### config.mk
export PLATFORM = sky130hd
export DESIGN_NAME = cmp64_seq
export DESIGN_NICKNAME = d
export VERILOG_FILES = /design/src/rtl/cmp64_seq_pkg.sv /design/src/rtl/cmp64_seq_digit.sv /design/src/rtl/cmp64_seq.sv
export SDC_FILE = /design/constraint.sdc
export NUM_CORES = 1
export LEC_CHECK = 0
export CORE_AREA = 2 2 133 135
export CTS_BUF_LIST = sky130_fd_sc_hd__clkbuf_16
export CTS_CLUSTER_DIAMETER = 120
export CTS_CLUSTER_SIZE = 28
export DETAILED_ROUTE_END_ITERATION = 8
export DIE_AREA = 0 0 135 137
export GPL_ROUTABILITY_DRIVEN = 1
export PLACE_DENSITY = 0.71
export SLEW_MARGIN = 10
export SYNTH_ARGS = -nofsm -noshare
export SYNTH_HDL_FRONTEND = slang
export SYNTH_HIERARCHICAL = 1
export SYNTH_SLANG_ARGS = --single-unit
### constraint.sdc
create_clock -name clk -period 2.4 [get_ports clk]
set_input_delay 0.24 -clock clk [delete_from_list [all_inputs] [get_ports clk]]
set_output_delay 0.24 -clock clk [all_outputs]
set_load 0.01 [all_outputs]
### src/rtl/cmp64_seq_pkg.sv
// Shared compare-unit definitions: opcodes, FSM states and result decode.
package cmp64_seq_pkg;
  localparam int XLEN = 64;

  localparam logic [1:0] CMP_SLT  = 2'b00;
  localparam logic [1:0] CMP_SLTU = 2'b01;
  localparam logic [1:0] CMP_SEQ  = 2'b10;
  localparam logic [1:0] CMP_SGE  = 2'b11;

  typedef enum logic [1:0] {IDLE, RUN, DONE} cmp_state_e;

  function automatic logic is_signed_op(input logic [1:0] op);
    return (op == CMP_SLT) || (op == CMP_SGE);
  endfunction

  function automatic logic cmp_res(input logic [1:0] op, input logic lt, input logic gt);
    logic r;
    case (op)
      CMP_SLT, CMP_SLTU: r = lt;
      CMP_SEQ:           r = !lt && !gt;
      default:           r = !lt;
    endcase
    return r;
  endfunction
endpackage

### src/rtl/cmp64_seq_digit.sv
// Unsigned magnitude compare of one DIGIT_W-bit digit.
module cmp_digit #(
  parameter int DIGIT_W = 8
) (
  input  logic [DIGIT_W-1:0] a_i,
  input  logic [DIGIT_W-1:0] b_i,
  output logic               d_lt_o,
  output logic               d_gt_o
);
  assign d_lt_o = a_i < b_i;
  assign d_gt_o = a_i > b_i;
endmodule

### src/rtl/cmp64_seq.sv
// Iterative 64-bit compare: scans operands MS digit first, fixed latency
// of 64/DIGIT_W cycles, returns {63'b0, res} and a zero flag.
module cmp64_seq
  import cmp64_seq_pkg::*;
#(
  parameter int DIGIT_W = 8
) (
  input  logic        clk,
  input  logic        rst_n,
  input  logic        flush,
  input  logic        in_valid,
  output logic        in_ready,
  input  logic [63:0] in1,
  input  logic [63:0] in2,
  input  logic [1:0]  op,
  output logic        out_valid,
  input  logic        out_ready,
  output logic [63:0] out,
  output logic        z_flag
);
  localparam int N  = XLEN / DIGIT_W;
  localparam int CW = (N > 1) ? $clog2(N) : 1;

  cmp_state_e  state_q, state_d;
  logic [63:0] a_q, a_d, b_q, b_d, out_q, out_d;
  logic [1:0]  op_q, op_d;
  logic        lt_q, lt_d, gt_q, gt_d, z_q, z_d, ov_q, ov_d;
  logic [CW-1:0] cnt_q, cnt_d;
  logic        d_lt, d_gt, res;
  logic [63:0] sgn;

  cmp_digit #(.DIGIT_W(DIGIT_W)) u_digit (
    .a_i    (a_q[63 -: DIGIT_W]),
    .b_i    (b_q[63 -: DIGIT_W]),
    .d_lt_o (d_lt),
    .d_gt_o (d_gt)
  );

  // Flipping the sign bits maps signed order onto unsigned order.
  assign sgn = {is_signed_op(op), 63'b0};

  always_comb begin
    state_d = state_q;
    a_d     = a_q;
    b_d     = b_q;
    op_d    = op_q;
    lt_d    = lt_q;
    gt_d    = gt_q;
    cnt_d   = cnt_q;
    out_d   = out_q;
    z_d     = z_q;
    ov_d    = ov_q;
    res     = 1'b0;
    if (flush) begin
      state_d = IDLE;
      ov_d    = 1'b0;
    end else begin
      case (state_q)
        IDLE: if (in_valid) begin
          a_d     = in1 ^ sgn;
          b_d     = in2 ^ sgn;
          op_d    = op;
          lt_d    = 1'b0;
          gt_d    = 1'b0;
          cnt_d   = '0;
          state_d = RUN;
        end
        RUN: begin
          if (!lt_q && !gt_q) begin
            lt_d = d_lt;
            gt_d = d_gt;
          end
          a_d   = a_q << DIGIT_W;
          b_d   = b_q << DIGIT_W;
          cnt_d = cnt_q + CW'(1);
          if (cnt_q == CW'(N - 1)) begin
            res     = cmp_res(op_q, lt_d, gt_d);
            out_d   = {63'b0, res};
            z_d     = !res;
            ov_d    = 1'b1;
            state_d = DONE;
          end
        end
        DONE: if (out_ready) begin
          ov_d    = 1'b0;
          state_d = IDLE;
        end
        default: state_d = IDLE;
      endcase
    end
  end

  always_ff @(posedge clk or negedge rst_n) begin
    if (!rst_n) begin
      state_q <= IDLE;
      a_q     <= '0;
      b_q     <= '0;
      op_q    <= '0;
      lt_q    <= 1'b0;
      gt_q    <= 1'b0;
      cnt_q   <= '0;
      out_q   <= '0;
      z_q     <= 1'b1;
      ov_q    <= 1'b0;
    end else begin
      state_q <= state_d;
      a_q     <= a_d;
      b_q     <= b_d;
      op_q    <= op_d;
      lt_q    <= lt_d;
      gt_q    <= gt_d;
      cnt_q   <= cnt_d;
      out_q   <= out_d;
      z_q     <= z_d;
      ov_q    <= ov_d;
    end
  end

  assign in_ready  = (state_q == IDLE);
  assign out_valid = ov_q;
  assign out       = out_q;
  assign z_flag    = z_q;
endmodule

# After elaboration in Yosys (flattened, before gate mapping)
# Index checks and enable logic that the tools add are counted.
[totals]
elab_cells = 73
ff_bits = 140
[classes]
bitwise = 3
order_cmp = 2
n_eq_ne = 10
mux = 28
reduce_logical = 19
addsub = 1
[ops]
columns = ["op", "count"]
rows = [
  ["one-hot mux 64 bit (2 select lines)", 2],
  ["two-way mux 64 bit", 2],
  ["bitwise XOR 64 bit", 2],
  ["AND reduction 3 bit", 5],
  ["two-way mux 1 bit", 13],
  ["inequality test 3 bit (second input constant)", 3],
  ["> comparator 8 bit", 1],
  ["< comparator 8 bit", 1],
  ["two-way mux 2 bit", 4],
  ["one-hot mux 1 bit (2 select lines)", 4],
  ["equality test 2 bit (second input constant)", 3],
  ["zero test 2 bit", 3],
  ["one-hot mux 2 bit (3 select lines)", 1],
  ["one-hot mux 3 bit (2 select lines)", 1],
  ["zero test 1 bit", 5],
  ["equality test 2 x 1 -> 1 bit (second input constant)", 2],
  ["adder 3 x 1 -> 3 bit (second input constant)", 1],
  ["equality test 3 bit (second input constant)", 1],
  ["two-way mux 3 bit", 1],
  ["nonzero test 3 bit", 1],
  ["logical AND 1 bit", 2],
  ["inequality test 2 bit (second input constant)", 1],
  ["nonzero test 2 bit", 1],
  ["OR reduction 2 bit", 1],
  ["2 further kinds", 2],
]

# Depth between registers and ports, before layout
[logic_depth]
ltp_word = 12
depth_mapped = 9
depth_no_buf = 9

# Cells and area by module
# Netlist, hierarchy kept.
[by_module_without_submodules]
columns = ["mod", "cells_each", "area_per_inst_um2", "n_inst", "seq_area_each_um2"]
rows = [
  ["cmp64_seq", 531, 7345.8, 1, 3504.6],
  ["cmp_digit", 29, 211.5, 1, 0.0],
]

# Worst setup path before layout
# Ideal clock, no wire load.
[synth_timing]
path_kind = "reg2reg"
start = "register a_q[57]"
end = "register z_q, in the netlist z_flag"
arrival_time_ns = 1.643
synth_period_minus_slack_ns = 1.722
path_buffers = 0
stages_incl_launch_ff = 9
setup_slack_ns = 0.678
setup_time_ns = 0.079
path_cell_list = "dfrtp_1 > ha_1 > nor2b_1 > o211ai_2 > a21oi_2 > o21ba_1 > o21bai_1 > nand4bb_1 > a41o_1"
[synth_between]
elab_chain_cells = 11
elab_cells_between_ends = 16
classes_between = "2 x order compare; 10 x mux; 4 x reduce/logical"
[synth_rtl]
columns = ["item", "line_no", "source"]
rows = [
  ["start: declaration", "cmp64_seq.sv:25", "logic [63:0] a_q, a_d, b_q, b_d, out_q, out_d;"],
  ["start signal: assignment", "cmp64_seq.sv:96", "a_q <= '0;"],
  ["start signal: assignment", "cmp64_seq.sv:107", "a_q <= a_d;"],
  ["> comparator 8 bit", "cmp64_seq_digit.sv:11", "assign d_gt_o = a_i > b_i;"],
  ["net d_gt", "cmp64_seq.sv:29", "logic d_lt, d_gt, res;"],
  ["two-way mux 1 bit", "cmp64_seq.sv:69", "if (!lt_q && !gt_q) begin"],
  ["two-way mux 1 bit", "cmp64_seq.sv:58", "case (state_q)"],
  ["two-way mux 1 bit", "cmp64_seq.sv:54", "if (flush) begin"],
  ["zero test 1 bit", "cmp64_seq_pkg.sv:20", "CMP_SEQ: r = !lt && !gt;"],
  ["logical AND 1 bit", "cmp64_seq_pkg.sv:20", ""],
  ["one-hot mux 1 bit (2 select lines)", "cmp64_seq_pkg.sv:18", "case (op)"],
  ["two-way mux 1 bit", "cmp64_seq.sv:76", "if (cnt_q == CW'(N - 1)) begin"],
  ["two-way mux 1 bit", "cmp64_seq.sv:58", ""],
  ["two-way mux 1 bit", "cmp64_seq.sv:54", ""],
  ["zero test 1 bit", "cmp64_seq.sv:79", "z_d = !res;"],
  ["end signal: assignment", "cmp64_seq.sv:114", "z_q <= z_d;"],
  ["end: declaration", "cmp64_seq.sv:27", "logic lt_q, lt_d, gt_q, gt_d, z_q, z_d, ov_q, ov_d;"],
]
# The timed path passes the listed nets, and every way through them passes these cells. The select of a mux whose other input is x is not followed.
# A chain may end at the register's enable or synchronous reset.

# Worst setup path in the final report
[layout_timing]
start = "register state_q[0]"
end = "register b_q[12]"
[layout_between]
elab_chain_cells = 3
elab_cells_between_ends = 6
classes_between = "2 x eq/ne; 1 x mux; 3 x reduce/logical"
[layout_rtl]
columns = ["item", "line_no", "source"]
rows = [
  ["start: declaration", "cmp64_seq.sv:24", "cmp_state_e state_q, state_d;"],
  ["start signal: assignment", "cmp64_seq.sv:106", "state_q <= state_d;"],
  ["equality test 2 x 1 -> 1 bit / zero test 2 bit (equally long branches)", "cmp64_seq.sv:58", ""],
  ["nonzero test 2 bit (no line) / inequality test 2 bit (equally long branches)", "--", ""],
  ["AND reduction 3 bit (no line)", "--", ""],
  ["end signal: assignment", "cmp64_seq.sv:97", "b_q <= '0;"],
  ["end signal: assignment", "cmp64_seq.sv:108", "b_q <= b_d;"],
  ["end: declaration", "cmp64_seq.sv:25", ""],
]
# Parallel ways exist; a longest one is shown, timed or not.

==> flow_results.org <==
** Run status
- The run finished with clean final reports.

** Synthesis
- Counting every instance in the synthesized netlist gives 560.
- Sequential share of the synthesized area :: between 40% and 50%
- Synthesis inferred 140 register bits.
- Unique masters post-synth :: 40
- The biggest area contributor in the post-synthesis netlist is sky130_fd_sc_hd__dfrtp_1.
- After synthesis, the mean cell area works out to between 10 and 15 µm².
- Top post-synthesis cells by area :: sky130_fd_sc_hd__dfrtp_1 (46%), sky130_fd_sc_hd__mux2_2 (34%), sky130_fd_sc_hd__buf_4 (6.8%)
- Netlist area before placement :: approximately 7600 µm²
- The Yosys step of the flow raised 6 warnings.
- In this run the biggest area consumer among cell types represents between 40% and 50% of the synthesized area.

** Worst setup path
- The setup path with the least slack is of type flop to flop.
- Broken down by cell family, the worst path's largest delay share belongs to multiplexers.
- Together, buffers and inverters on the worst path number 1.
- Req. time, crit path :: around 2.7 ns
- Internal reg-to-reg setup slack :: ~0.41 ns
- R2r startpoint :: state_q[0]$_DFFE_PN0P_
- The cell that appears most often on the critical path is sky130_fd_sc_hd__mux2_2.
- The largest individual stage delay along the critical path comes from the cell sky130_fd_sc_hd__dfrtp_1.
- End of the worst register-to-register path :: b_q[12]$_DFFE_PN0P_
- STA classifies the critical path endpoint as a flop.
- Startpoint Class :: flop
- In this run the worst path has a maximum fanout of 73.
- For the worst setup path, the data arrival time is ~2.3 ns.
- For this run, the slowest stage of the critical path takes about 0.5 ns.
- Worst path cell trace :: nor2b_4 -> buf_12 -> mux2_2 -> mux2_2
- Measured in cells, the most critical reg-to-reg path has a length of 4.

** Global routing
- Vias in the first global route :: between 4000 and 5000
- First-pass GRT wire length :: about 24 mm
- Number of antenna violations at the first check in global routing :: 0
- The total overflow left after global routing is 0.
- Global routing used ~17% of the available tracks.
- Pin count of the biggest net entering global routing :: 74

** STA
- Of the available clock period, the critical path in the final layout requires 83.0%.
- The hold violation total from the final report was 0.
- Final worst path period need :: roughly 2 ns
- Worst hold slack :: roughly 0.42 ns
- Setup violations remaining at the end of the flow were counted as 0.
- For the pin with the worst max-slew slack, the measured transition is slightly below 0.7 ns.
- Measured against its own limit, the worst slew margin works out to roughly 55%.
- Summed over all failing endpoints, the final setup total negative slack is 0 ns.
- Static timing analysis puts the maximum clock frequency at approximately 500 MHz.
- Setup repair after global routing left no endpoint under its margin.
- On the final layout, the worst clock skew is approximately 0.0064 ns.
- The count of pins over their slew limit came to 0.

** Pwr
- For this design the ratio of total power to cell area is 797 nW/µm².
- In this run the static leakage power is slightly above 0.004 µW.
- Final total power :: around 7700 µW
- Max IR drop VDD :: about 470 µV

** Clock tree
- For the worst-skew pair, the clock arrives at the later sink with an insertion delay of approximately 0.42 ns.
- The number of clock buffers added by TritonCTS is 17.
- Clock edge transition at the registers on the reported setup and hold paths :: around 0.060 ns
- Sink count of the clock tree :: 140
- Worst-case clock buffer depth :: 2
- # resized after CTS :: 0
- H-tree Lvls :: 4
- TritonCTS built the clock tree.
- Clk root buf :: sky130_fd_sc_hd__clkbuf_16
- The number of setup buffers added after CTS is 0.

** Finish
- In the final design database the tool counted around 840 nets.
- Area taken by flip-flops and latches :: ~3500 µm²
- Layout fillers :: around 1400
- At the end of the flow the core is filled with cells to around 56%.
- Area growth from synthesis to layout :: 27.3%
- Layout cells sized above 1 :: approximately two fifths
- Footprint of the multi-input gates :: 3590 µm²
- Leading cell type in the layout, fill and taps excluded :: sky130_fd_sc_hd__mux2_2
- The number of antenna diodes in the final layout is 0.
- The library cells used most frequently in the layout, excluding fill and tap cells, are sky130_fd_sc_hd__mux2_2 (225), sky130_fd_sc_hd__dfrtp_1 (139), sky130_fd_sc_hd__clkdlybuf4s50_1 (137).

** Placed design
- Once detailed placement completed, the half-perimeter wirelength came to between 10 and 15 mm.
- Buffers added on ports :: ~140
- Routability-driven placement congestion ratio :: between 0.7 and 0.8

** Detailed routing
- Number of antenna-violating nets in the routed design :: 0
- Overall via count from detail_route :: roughly 4500
- Routed wire length :: roughly 15 mm
- Iteration-0 DRC Markers :: 144
- First-pass detailed-route iteration total :: 4
- Detail-routed net length per standard cell :: between 15 and 20 µm
- In the routed design, unresolved DRC markers number 0.
- Number of vias per cell :: just under 5

** Die
- Placeable Area :: ~17000 µm²
- The initial utilization of the core area, before any placement, comes to approximately 44%.
- The floorplan step set the die height to 137 µm.
- In this run the horizontal extent of the chip is around 140 µm.
- Die ar. :: about 18000 µm²
- Row generation in the floorplan step produced 48 rows.
- Total I/O pin count :: 202

** Worst hold path
- Min-Delay Path Class :: primary input to asynchronous set/reset pin

** Flow run
- The tool flagged a number of max-cap violations equal to 0.
[kinds of logic after synthesis]
family / after synthesis / synth area share, %
other: 1 / 0.0496
AOI/OAI and AO/OA: 22 / 2.14
DFF: 140 / 46.4
and+or+nand+nor: 41 / 3.69
muxes: 240 / 36.4
buffers and inverters: 103 / 9.30
adders and majority gates: 10 / 1.66
xor gates and xnor gates: 3 / 0.348
[per-layer routing]
layer  vias to the layer above  GRT usage (%)  share of wire [%]
met3                        19           4.30                6.6
met5                         -              0                  0
met4                         0           5.84                1.6
li1                       2136              -                  -
met1                      2193           21.5                 44
met2                       155           28.3                 47
[state kept, by name, summed over array words and instances (netlist names)]
signal     flops
cnt_q          3
b_q           64
lt_q           1
a_q           64
op_q           2
out            1
z_flag         1
gt_q           1
out_valid      1
state_q        2
[report_power, final]
part	switching, µW	leakage (µW)	internal (µW)
sequential	279	0.00168	2880
clock	994	0.000323	1930
combinational	586	0.00211	1000
total	1860	0.00411	5810
[what timing repair did]
action,in CTS,in global routing
hold buffers,1,0
hold endpoints to repair,67,0
setup endpoints to repair,0,0
[through the flow]
step                std cells  worst slack [ns]  area (µm²)
CTS                       937             0.431        9620
detailed placement        904             0.394        8960
global placement          904             0.430        8960
floorplan                 622             0.678        7790
finish                    937             0.408        9620
global route              937             0.331        9620
[cell usage after synthesis]
cell type                   count
sky130_fd_sc_hd__nor3b_1        1
sky130_fd_sc_hd__nor4_4         1
sky130_fd_sc_hd__nor3_2         1
sky130_fd_sc_hd__o211ai_2       1
sky130_fd_sc_hd__buf_4         68
sky130_fd_sc_hd__nor2b_4        1
sky130_fd_sc_hd__conb_1         1
sky130_fd_sc_hd__xnor2_1        1
sky130_fd_sc_hd__nor2_1         6
sky130_fd_sc_hd__a22o_1         2
sky130_fd_sc_hd__inv_1         10
sky130_fd_sc_hd__nor3_1         1
sky130_fd_sc_hd__buf_2         19
sky130_fd_sc_hd__nor3b_2        1
sky130_fd_sc_hd__buf_6          5
sky130_fd_sc_hd__o21ai_0        2
sky130_fd_sc_hd__nand4_1        2
sky130_fd_sc_hd__a221o_1        2
sky130_fd_sc_hd__dfstp_2        1
sky130_fd_sc_hd__or3_1          1
sky130_fd_sc_hd__dfrtp_1      139
sky130_fd_sc_hd__nor2b_1       19
sky130_fd_sc_hd__a21boi_0       1
sky130_fd_sc_hd__ha_1          10
sky130_fd_sc_hd__a21oi_1        7
sky130_fd_sc_hd__a41o_1         1
sky130_fd_sc_hd__mux2_2       225
sky130_fd_sc_hd__a21oi_2        1
sky130_fd_sc_hd__o21bai_1       2
sky130_fd_sc_hd__clkbuf_1       1
sky130_fd_sc_hd__nor4bb_1       2
sky130_fd_sc_hd__mux2_4        14
sky130_fd_sc_hd__a41oi_1        1
sky130_fd_sc_hd__a31oi_1        1
sky130_fd_sc_hd__nor2_2         1
sky130_fd_sc_hd__o21ba_1        1
sky130_fd_sc_hd__nand2_1        3
sky130_fd_sc_hd__mux2i_1        1
sky130_fd_sc_hd__nand4bb_1      1
sky130_fd_sc_hd__xor2_1         2
[area by class of cell]
type	count	area share (%)
Clock buffer	17	4.42
Clock inverter	15	2.37
Inverter	10	0.390
Multi-Input combinational cell	379	37.3
Sequential cell	140	36.4
Tap cell	225	2.93
Timing Repair Buffer	151	16.2
[how the worst max path moves through the flow]
| stage | start | end | slack, ns | depth (start not counted) |
|---|---|---|---|---|
| 5_1_grt | state_q[0]$_DFFE_PN0P_ | a_q[14]$_DFFE_PN0P_ | 0.33 | 4 |
| 2_1_floorplan | a_q[57]$_DFFE_PN0P_ | z_flag$_DFFE_PN1P_ | 0.68 | 8 |
| 6_report | state_q[0]$_DFFE_PN0P_ | b_q[12]$_DFFE_PN0P_ | 0.41 | 4 |
| 3_5_place_dp | in_valid | a_q[57]$_DFFE_PN0P_ | 0.39 | 6 |
| 4_1_cts | state_q[0]$_DFFE_PN0P_ | a_q[23]$_DFFE_PN0P_ | 0.43 | 4 |
| 3_3_place_gp | in_valid | a_q[5]$_DFFE_PN0P_ | 0.43 | 6 |
(Power assumes the default switching activity.)
